## src/rtl/mem_port_arbiter.sv

```systemverilog
// Single-port memory arbiter shared by instruction fetch and load/store.
// One transaction in flight; data has priority, fetch is protected from starvation.
module mem_port_arbiter #(
    parameter int unsigned STARVE_MAX = 4,
    parameter int unsigned AW         = 32
) (
    input  logic          clk,
    input  logic          rst,
    input  logic          if_req,
    input  logic [AW-1:0] if_addr,
    input  logic          if_flush,
    output logic          if_rvalid,
    output logic [31:0]   if_rdata,
    output logic          if_stall,
    input  logic          d_req,
    input  logic [AW-1:0] d_addr,
    input  logic [3:0]    d_we,
    input  logic [31:0]   d_wdata,
    output logic          d_rvalid,
    output logic [31:0]   d_rdata,
    output logic          d_stall,
    output logic          mem_valid,
    input  logic          mem_ready,
    output logic [AW-1:0] mem_addr,
    output logic [3:0]    mem_we,
    output logic [31:0]   mem_wdata,
    input  logic          mem_rvalid,
    input  logic [31:0]   mem_rdata,
    output logic          busy
);

    typedef enum logic [1:0] {
        S_IDLE,
        S_ISSUE,
        S_WAIT
    } state_t;

    typedef enum logic {
        OWN_FETCH,
        OWN_DATA
    } owner_t;

    localparam logic [3:0] SMAX = 4'(STARVE_MAX);

    state_t        r_state;
    owner_t        r_owner;
    logic          r_drop;
    logic [3:0]    r_starve;
    logic [AW-1:0] r_addr;
    logic [3:0]    r_we;
    logic [31:0]   r_wdata;

    state_t        w_state_nxt;
    owner_t        w_owner_nxt;
    logic          w_drop_nxt;
    logic [3:0]    w_starve_nxt;
    logic [AW-1:0] w_addr_nxt;
    logic [3:0]    w_we_nxt;
    logic [31:0]   w_wdata_nxt;

    logic w_if_act;
    logic w_grant_f;
    logic w_grant_d;
    logic w_resp;
    logic w_flush_own;

    // A fetch raised together with a redirect is stale and never competes.
    assign w_if_act  = if_req && !if_flush;
    assign w_grant_f = w_if_act && (!d_req || (r_starve == SMAX));
    assign w_grant_d = d_req && !w_grant_f;

    assign w_flush_own = if_flush && (r_owner == OWN_FETCH);

    always_comb begin
        w_state_nxt  = r_state;
        w_owner_nxt  = r_owner;
        w_drop_nxt   = r_drop;
        w_starve_nxt = r_starve;
        w_addr_nxt   = r_addr;
        w_we_nxt     = r_we;
        w_wdata_nxt  = r_wdata;
        unique case (r_state)
            S_IDLE: begin
                w_drop_nxt = 1'b0;
                if (w_grant_d) begin
                    w_state_nxt = S_ISSUE;
                    w_owner_nxt = OWN_DATA;
                    w_addr_nxt  = d_addr;
                    w_we_nxt    = d_we;
                    w_wdata_nxt = d_wdata;
                    if (w_if_act && (r_starve != SMAX))
                        w_starve_nxt = r_starve + 4'd1;
                end else if (w_grant_f) begin
                    w_state_nxt  = S_ISSUE;
                    w_owner_nxt  = OWN_FETCH;
                    w_addr_nxt   = if_addr;
                    w_we_nxt     = 4'b0000;
                    w_wdata_nxt  = 32'h0;
                    w_starve_nxt = 4'd0;
                end
            end
            S_ISSUE: begin
                if (w_flush_own)
                    w_drop_nxt = 1'b1;
                if (mem_ready)
                    w_state_nxt = S_WAIT;
            end
            S_WAIT: begin
                if (w_flush_own)
                    w_drop_nxt = 1'b1;
                if (mem_rvalid) begin
                    w_state_nxt = S_IDLE;
                    w_drop_nxt  = 1'b0;
                end
            end
            default: begin
                w_state_nxt = S_IDLE;
            end
        endcase
    end

    always_ff @(posedge clk or posedge rst) begin
        if (rst) begin
            r_state  <= S_IDLE;
            r_owner  <= OWN_FETCH;
            r_drop   <= 1'b0;
            r_starve <= 4'd0;
            r_addr   <= '0;
            r_we     <= 4'b0000;
            r_wdata  <= 32'h0;
        end else begin
            r_state  <= w_state_nxt;
            r_owner  <= w_owner_nxt;
            r_drop   <= w_drop_nxt;
            r_starve <= w_starve_nxt;
            r_addr   <= w_addr_nxt;
            r_we     <= w_we_nxt;
            r_wdata  <= w_wdata_nxt;
        end
    end

    assign w_resp = (r_state == S_WAIT) && mem_rvalid;

    // A redirect in the response cycle itself also hides that response.
    assign if_rvalid = w_resp && (r_owner == OWN_FETCH)
                       && !r_drop && !if_flush;
    assign d_rvalid  = w_resp && (r_owner == OWN_DATA);
    assign if_rdata  = mem_rdata;
    assign d_rdata   = mem_rdata;
    assign if_stall  = if_req && !if_rvalid;
    assign d_stall   = d_req && !d_rvalid;

    assign mem_valid = (r_state == S_ISSUE);
    assign mem_addr  = r_addr;
    assign mem_we    = r_we;
    assign mem_wdata = r_wdata;
    assign busy      = (r_state != S_IDLE);

endmodule
```

## config.mk

```make
export PLATFORM = sky130hd
export DESIGN_NAME = mem_port_arbiter
export DESIGN_NICKNAME = d
export VERILOG_FILES = /design/src/rtl/mem_port_arbiter.sv
export SDC_FILE = /design/constraint.sdc
export NUM_CORES = 1
export LEC_CHECK = 0
export BUFFER_PORTS_ARGS = -buffer_cell sky130_fd_sc_hd__buf_2
export CAP_MARGIN = 15
export CORE_MARGIN = 1.5
export CORE_UTILIZATION = 30
export CTS_CLUSTER_SIZE = 14
export DETAILED_ROUTE_END_ITERATION = 6
export RECOVER_POWER = 25
export SLEW_MARGIN = 25
export SYNTH_ARGS = -nofsm -noshare
export SYNTH_HDL_FRONTEND = slang
export SYNTH_SLANG_ARGS = --single-unit
```

## constraint.sdc

```tcl
create_clock -name clk -period 2.4 [get_ports clk]
set_input_delay 0.24 -clock clk [delete_from_list [all_inputs] [get_ports clk]]
set_output_delay 0.24 -clock clk [all_outputs]
set_load 0.02 [all_outputs]
```

# [Word level (Yosys, flattened, before mapping)]
# Index checks and enable logic that the tools add are counted.
[totals] ff_bits=76 latch_bits=0 ram_bits=0 rom_bits=0 in_bits=139 out_inout_bits=138 word_cells=61 memories=0
[op_classes] add_sub_neg=1 multipliers=0 div_mod_pow=0 order_cmp=0 eq_ne=8 n_shift=0 n_mux=18 bitwise=1 n_reduce_logical=26
[op_table] op="$mux 32" n=4
[op_table] op="$mux 4" n=4
[op_table] op="$logic_and 1x1->1" n=12
[op_table] op="$mux 2" n=4
[op_table] op="$logic_not 1->1" n=6
[op_table] op="$pmux 2 s3" n=1
[op_table] op="$reduce_and 3->1" n=2
[op_table] op="$add 4x1->4 const B" n=1
[op_table] op="$eq 4x3->1 const B" n=1
[op_table] op="$mux 1" n=4
[op_table] op="$ne 2x1->1 const B" n=2
[op_table] op="$ne 4x3->1 const B" n=1
[op_table] op="$reduce_bool 2->1" n=2
[op_table] op="$ne 3x3->1 const B" n=1
[op_table] op="$pmux 1 s3" n=1
[op_table] op="$reduce_bool 3->1" n=1
[op_table] op="$eq 2x1->1 const B" n=1
[op_table] op="$eq 2x2->1 const B" n=1
[op_table] op="$logic_not 2->1" n=1
[op_table] op="$ne 2x2->1 const B" n=1
[op_table] op="$reduce_and 2->1" n=1
[op_table] op="$logic_or 1x1->1" n=1
[op_table] op="$not 1->1" n=1

# [Logic depth before layout (Yosys ltp)]
[logic_depth] ltp_word=7 ltp_mapped=8

# [Worst setup path before layout]
# OpenSTA, ideal clock, no wires.
[synth_path] kind="flip-flop to output port" start="register r_state[0]" end="output if_stall" arrival_ns=1.671 path_slack_ns=0.489 path_stages_with_launch=6 path_cell_list="dfrtp_1 inv_1 ha_1 nand2_1 nor4_1 nor2_1"
[synth_between] elab_chain_len=7
[synth_rtl] item="from (decl)" line="45" text="state_t r_state;"
[synth_rtl] item="from (signal assigned)" line="132" text="r_state <= w_state_nxt;"
[synth_rtl] item="$eq 2x2->1" line="142" text="assign w_resp = (r_state == S_WAIT) && mem_rvalid;"
[synth_rtl] item="$logic_and 1x1->1" line="142"
[synth_rtl] item="$logic_and 1x1->1" line="145" text="assign if_rvalid = w_resp && (r_owner == OWN_FETCH)"
[synth_rtl] item="$logic_and 1x1->1 (2 in a row)" line="146" text="&& !r_drop && !if_flush;"
[synth_rtl] item="via if_rvalid" line="12" text="output logic if_rvalid,"
[synth_rtl] item="$logic_not 1->1" line="150" text="assign if_stall = if_req && !if_rvalid;"
[synth_rtl] item="$logic_and 1x1->1" line="150"
[synth_rtl] item="to (decl)" line="14" text="output logic if_stall,"
# The timed path passes the listed nets, and every way through them passes these cells.

# [Worst setup path after layout]
[layout_path] start="register r_state[0]" end="register r_addr[19], in the netlist mem_addr[19]"
[layout_between] elab_chain_len=2
[layout_rtl] item="$logic_not 2->1" line="82" text="unique case (r_state)"
[layout_rtl] item="$reduce_and 2->1 (no line)"
[layout_rtl] item="to (signal assigned)" line="136" text="r_addr <= w_addr_nxt;"
[layout_rtl] item="to (decl)" line="49" text="logic [AW-1:0] r_addr;"
# No other way between the ends.
# A chain may end at the register's enable or synchronous reset.

==> impl_metrics.csv <==
group,metric,value,unit
layout,num_antenna_cells,0,
grt,grt.overflow.total,0,
floorplan,die_w,116,um
sta,timing.fmax,532,MHz
grt,antenna_found_initial,0,
clock_network,clock-sinks,76,
sta,worst_slack,0.521,ns
placed_design,dpl.hpwl,6.51,mm
setup_path,r2r_end,"mem_addr[19]",
status,status,"finished, violations left",
floorplan,die-height,116,um
sta,worstMarginPinSlew,1.41,ns
clock_network,path_clk_slew,0.06,ns
synth,ys_ff_latch,76,
detailed_routing,vias_per_cell,4.53,
placed_design,placed_area,4450,um^2
clock_network,clockBufferDepth,2,
sta,finalHoldViolCount,0,
synth,synth_cell_types,33,
grt,grt_pass1_vias,2929,
placed_design,place.gp.congestion,0.759,
synth,syn-cell-area,3830,um^2
grt,grt_use_total,0.135,
sta,slew_viol_final,0,
floorplan,core_area,12500,um^2
sta,max-slew-margin-rel,0.0592,
placed_design,post-place-ws,0.534,ns
layout,utilization,0.380,
pwr,p_leak,2.76,nW
setup_path,cp-start-kind,"register",
clock_network,cts_root_buf,"clkbuf_16",
pwr,peakVddDrop,0.000490,V
detailed_routing,drtIter0Drc,225,
worst_hold_path,hold_depth,2,
floorplan,ioPinCount,277,
worst_hold_path,hold_class,"in -> reg",
worst_hold_path,hp-start,"d_wdata[15]",
setup_path,crit_start,"r_state[0]",
synth,synth-seq-area-share,0.496,
layout,layout-drive-gt1-share,0.413,
sta,setup_viol,0,
detailed_routing,num_vias,3027,
detailed_routing,drc_errors,6,
synth,syn_nets,522,
clock_network,htree_levels,3,
pwr,powerDensity,1330,nW/um^2
layout,finish.instance_area,4760,um^2
status,violations,"design-rule violations",
clock_network,cts_tree,"built",
setup_path,critPathRequiredTime,2.58,ns
sta,fin_skew,0.00439,ns
floorplan,die_area,13500,um^2
sta,finalCritPeriodShare,0.783,
setup_path,worstPathMaxFanout,32,
setup_path,cp-end-kind,"register",
layout,num-fill-cells,1301,
run,cap_violations,0,
setup_path,cp_cell_sequence,"inv_1, ha_1, nand3b_1, a21oi_2, buf_4, a222oi_1",
setup_path,reg2reg_slack,0.52,ns
setup_path,reg2reg_depth,6,
detailed_routing,wl_per_cell,13.7,um
floorplan,rows,41,
sta,period_minus_slack,1.88,ns
layout,area_growth,24.3,%
setup_path,worstPathArrival,2.06,ns
layout,nets,637,
setup_path,r2r-start,"r_state[0]",
setup_path,critPathSlowestCell,"dfrtp_1",
detailed_routing,drt_first_pass_iters,7,
clock_network,numCtsBuffers,9,
grt,grt_pass1_wl,14.0,mm
clock_network,insertion_delay,0.34,ns
synth,syn_avg_cell_area,10.2,um^2
detailed_routing,wirelength,9.14,mm
setup_path,path_class,"reg -> reg",
grt,grt_max_degree,42,
detailed_routing,ant_nets,0,
synth,yosys_warnings,0,
setup_path,slowest_delay,0.40,ns
layout,ff_latch_area,1900,um^2
sta,finalSetupTns,0,ns
sta,holdWs,0.116,ns
worst_hold_path,whs_endpoint,"mem_wdata[15]",
placed_design,io_buffers,180,
floorplan,initial_core_util,0.306,
synth,syn_inst,377,
sta,rsz0062_at_grt,"false",
layout,multi_input_area,981,um^2
critical path: cells and delay by family, from the launching register on:
family                     cells  cell delay (ns)
DFF                            1             0.40
and+or+nand+nor                1             0.22
AOI/OAI and AO/OA              2             0.32
buffers and inverters          2             0.46
adders and majority gates      1             0.32
cells in the mapped netlist:
cell type	instances	share of area
a21o_1	1	0.0020
a21oi_1	3	0.0039
a222oi_1	32	0.084
a22o_1	36	0.082
a32oi_1	1	0.0023
and3_1	1	0.0016
and3b_1	1	0.0023
buf_2	4	0.0052
buf_4	64	0.13
buf_6	2	0.0059
clkbuf_1	13	0.013
dfrtp_1	76	0.50
ha_1	6	0.020
inv_1	105	0.10
mux2i_1	1	0.0026
nand2_1	7	0.0069
nand2b_1	2	0.0033
nand3_1	1	0.0013
nand3b_1	1	0.0020
nand3b_4	1	0.0052
nand4_1	1	0.0016
nor2_1	2	0.0020
nor2b_1	3	0.0049
nor3_1	1	0.0013
nor4_1	1	0.0016
nor4bb_1	1	0.0026
o211ai_1	1	0.0020
o21ai_0	3	0.0039
o21ai_1	1	0.0013
o22ai_1	1	0.0016
o311a_1	2	0.0052
o311ai_0	1	0.0023
o32a_1	1	0.0026
per-layer routing:
layer,up-vias,wire length [um],global-route usage
met2,130,4420,0.225
met1,1440,3800,0.156
met4,0,183,0.0634
met5,-,0,0
li1,1428,-,-
met3,29,745,0.0445
area by class of cell:
class / count / area share
Inverter: 105 / 0.0828
Clock inverter: 4 / 0.0102
Timing Repair Buffer: 187 / 0.203
Clock buffer: 11 / 0.0531
Sequential cell: 76 / 0.399
Multi-Input combinational cell: 113 / 0.206
Tap cell: 172 / 0.0452
worst max-delay path by stage:
stage / slack, ns / endpoint / depth (start not counted)
2_1_floorplan: 0.22 / mem_addr[0] / 1
3_3_place_gp: 0.66 / mem_addr[26] / 6
3_5_place_dp: 0.53 / mem_addr[28] / 6
4_1_cts: 0.53 / mem_addr[19] / 6
5_1_grt: 0.37 / mem_addr[3] / 4
6_report: 0.52 / mem_addr[19] / 6
layout by cell type, fill, tap and decap left out, types with 2 or more instances in the layout:
cell type,Yosys,routed
dfrtp_1,76,76
ha_1,6,6
inv_1,105,105
a21oi_1,3,2
o21ai_0,3,3
nand2b_1,2,2
buf_2,4,180
a222oi_1,32,32
nor2b_1,3,3
clkinv_2,0,2
clkbuf_16,0,9
a22o_1,36,36
nand2_1,7,7
nor2_1,2,2
buf_4,64,5
clkbuf_8,0,2
sequential cells by signal (all words and copies together) (netlist names):
name	flops
mem_addr	32
mem_wdata	32
mem_we	4
r_starve	4
r_state	2
r_drop	1
r_owner	1
logic make-up (layout without fill, tap and decap cells):
family / after synthesis / after routing / synth area share
adder cells (fa/ha/maj): 6 / 6 / 0.0196
buffers and inverters: 188 / 307 / 0.252
AND/OR/NAND/NOR: 23 / 23 / 0.0366
flip-flops: 76 / 76 / 0.496
multiplexers: 1 / 1 / 0.00261
AO/OA/AOI/OAI: 83 / 83 / 0.193
through the flow:
stage | power (mW) | cells
2_1_floorplan | 4.22 | 377
3_3_place_gp | 4.95 | 652
3_5_place_dp | 5.00 | 652
4_1_cts | 6.42 | 668
5_1_grt | 6.79 | 668
6_report | 6.33 | 668
where the power goes:
| part | switching [mW] | leakage (nW) | internal (mW) |
|---|---|---|---|
| sequential | 0.338 | 0.899 | 1.88 |
| clock | 0.513 | 0.151 | 0.853 |
| combinational | 1.64 | 1.71 | 1.11 |
| total | 2.49 | 2.76 | 3.84 |
timing repair:
| item | CTS | global route |
|---|---|---|
| hold buffers | 1 | 0 |
| setup buffers | 0 | 0 |
| hold endpoints to repair | 35 | 0 |
| resized for setup | 0 | 0 |
Note: power is estimated with default switching activity, not from simulation.
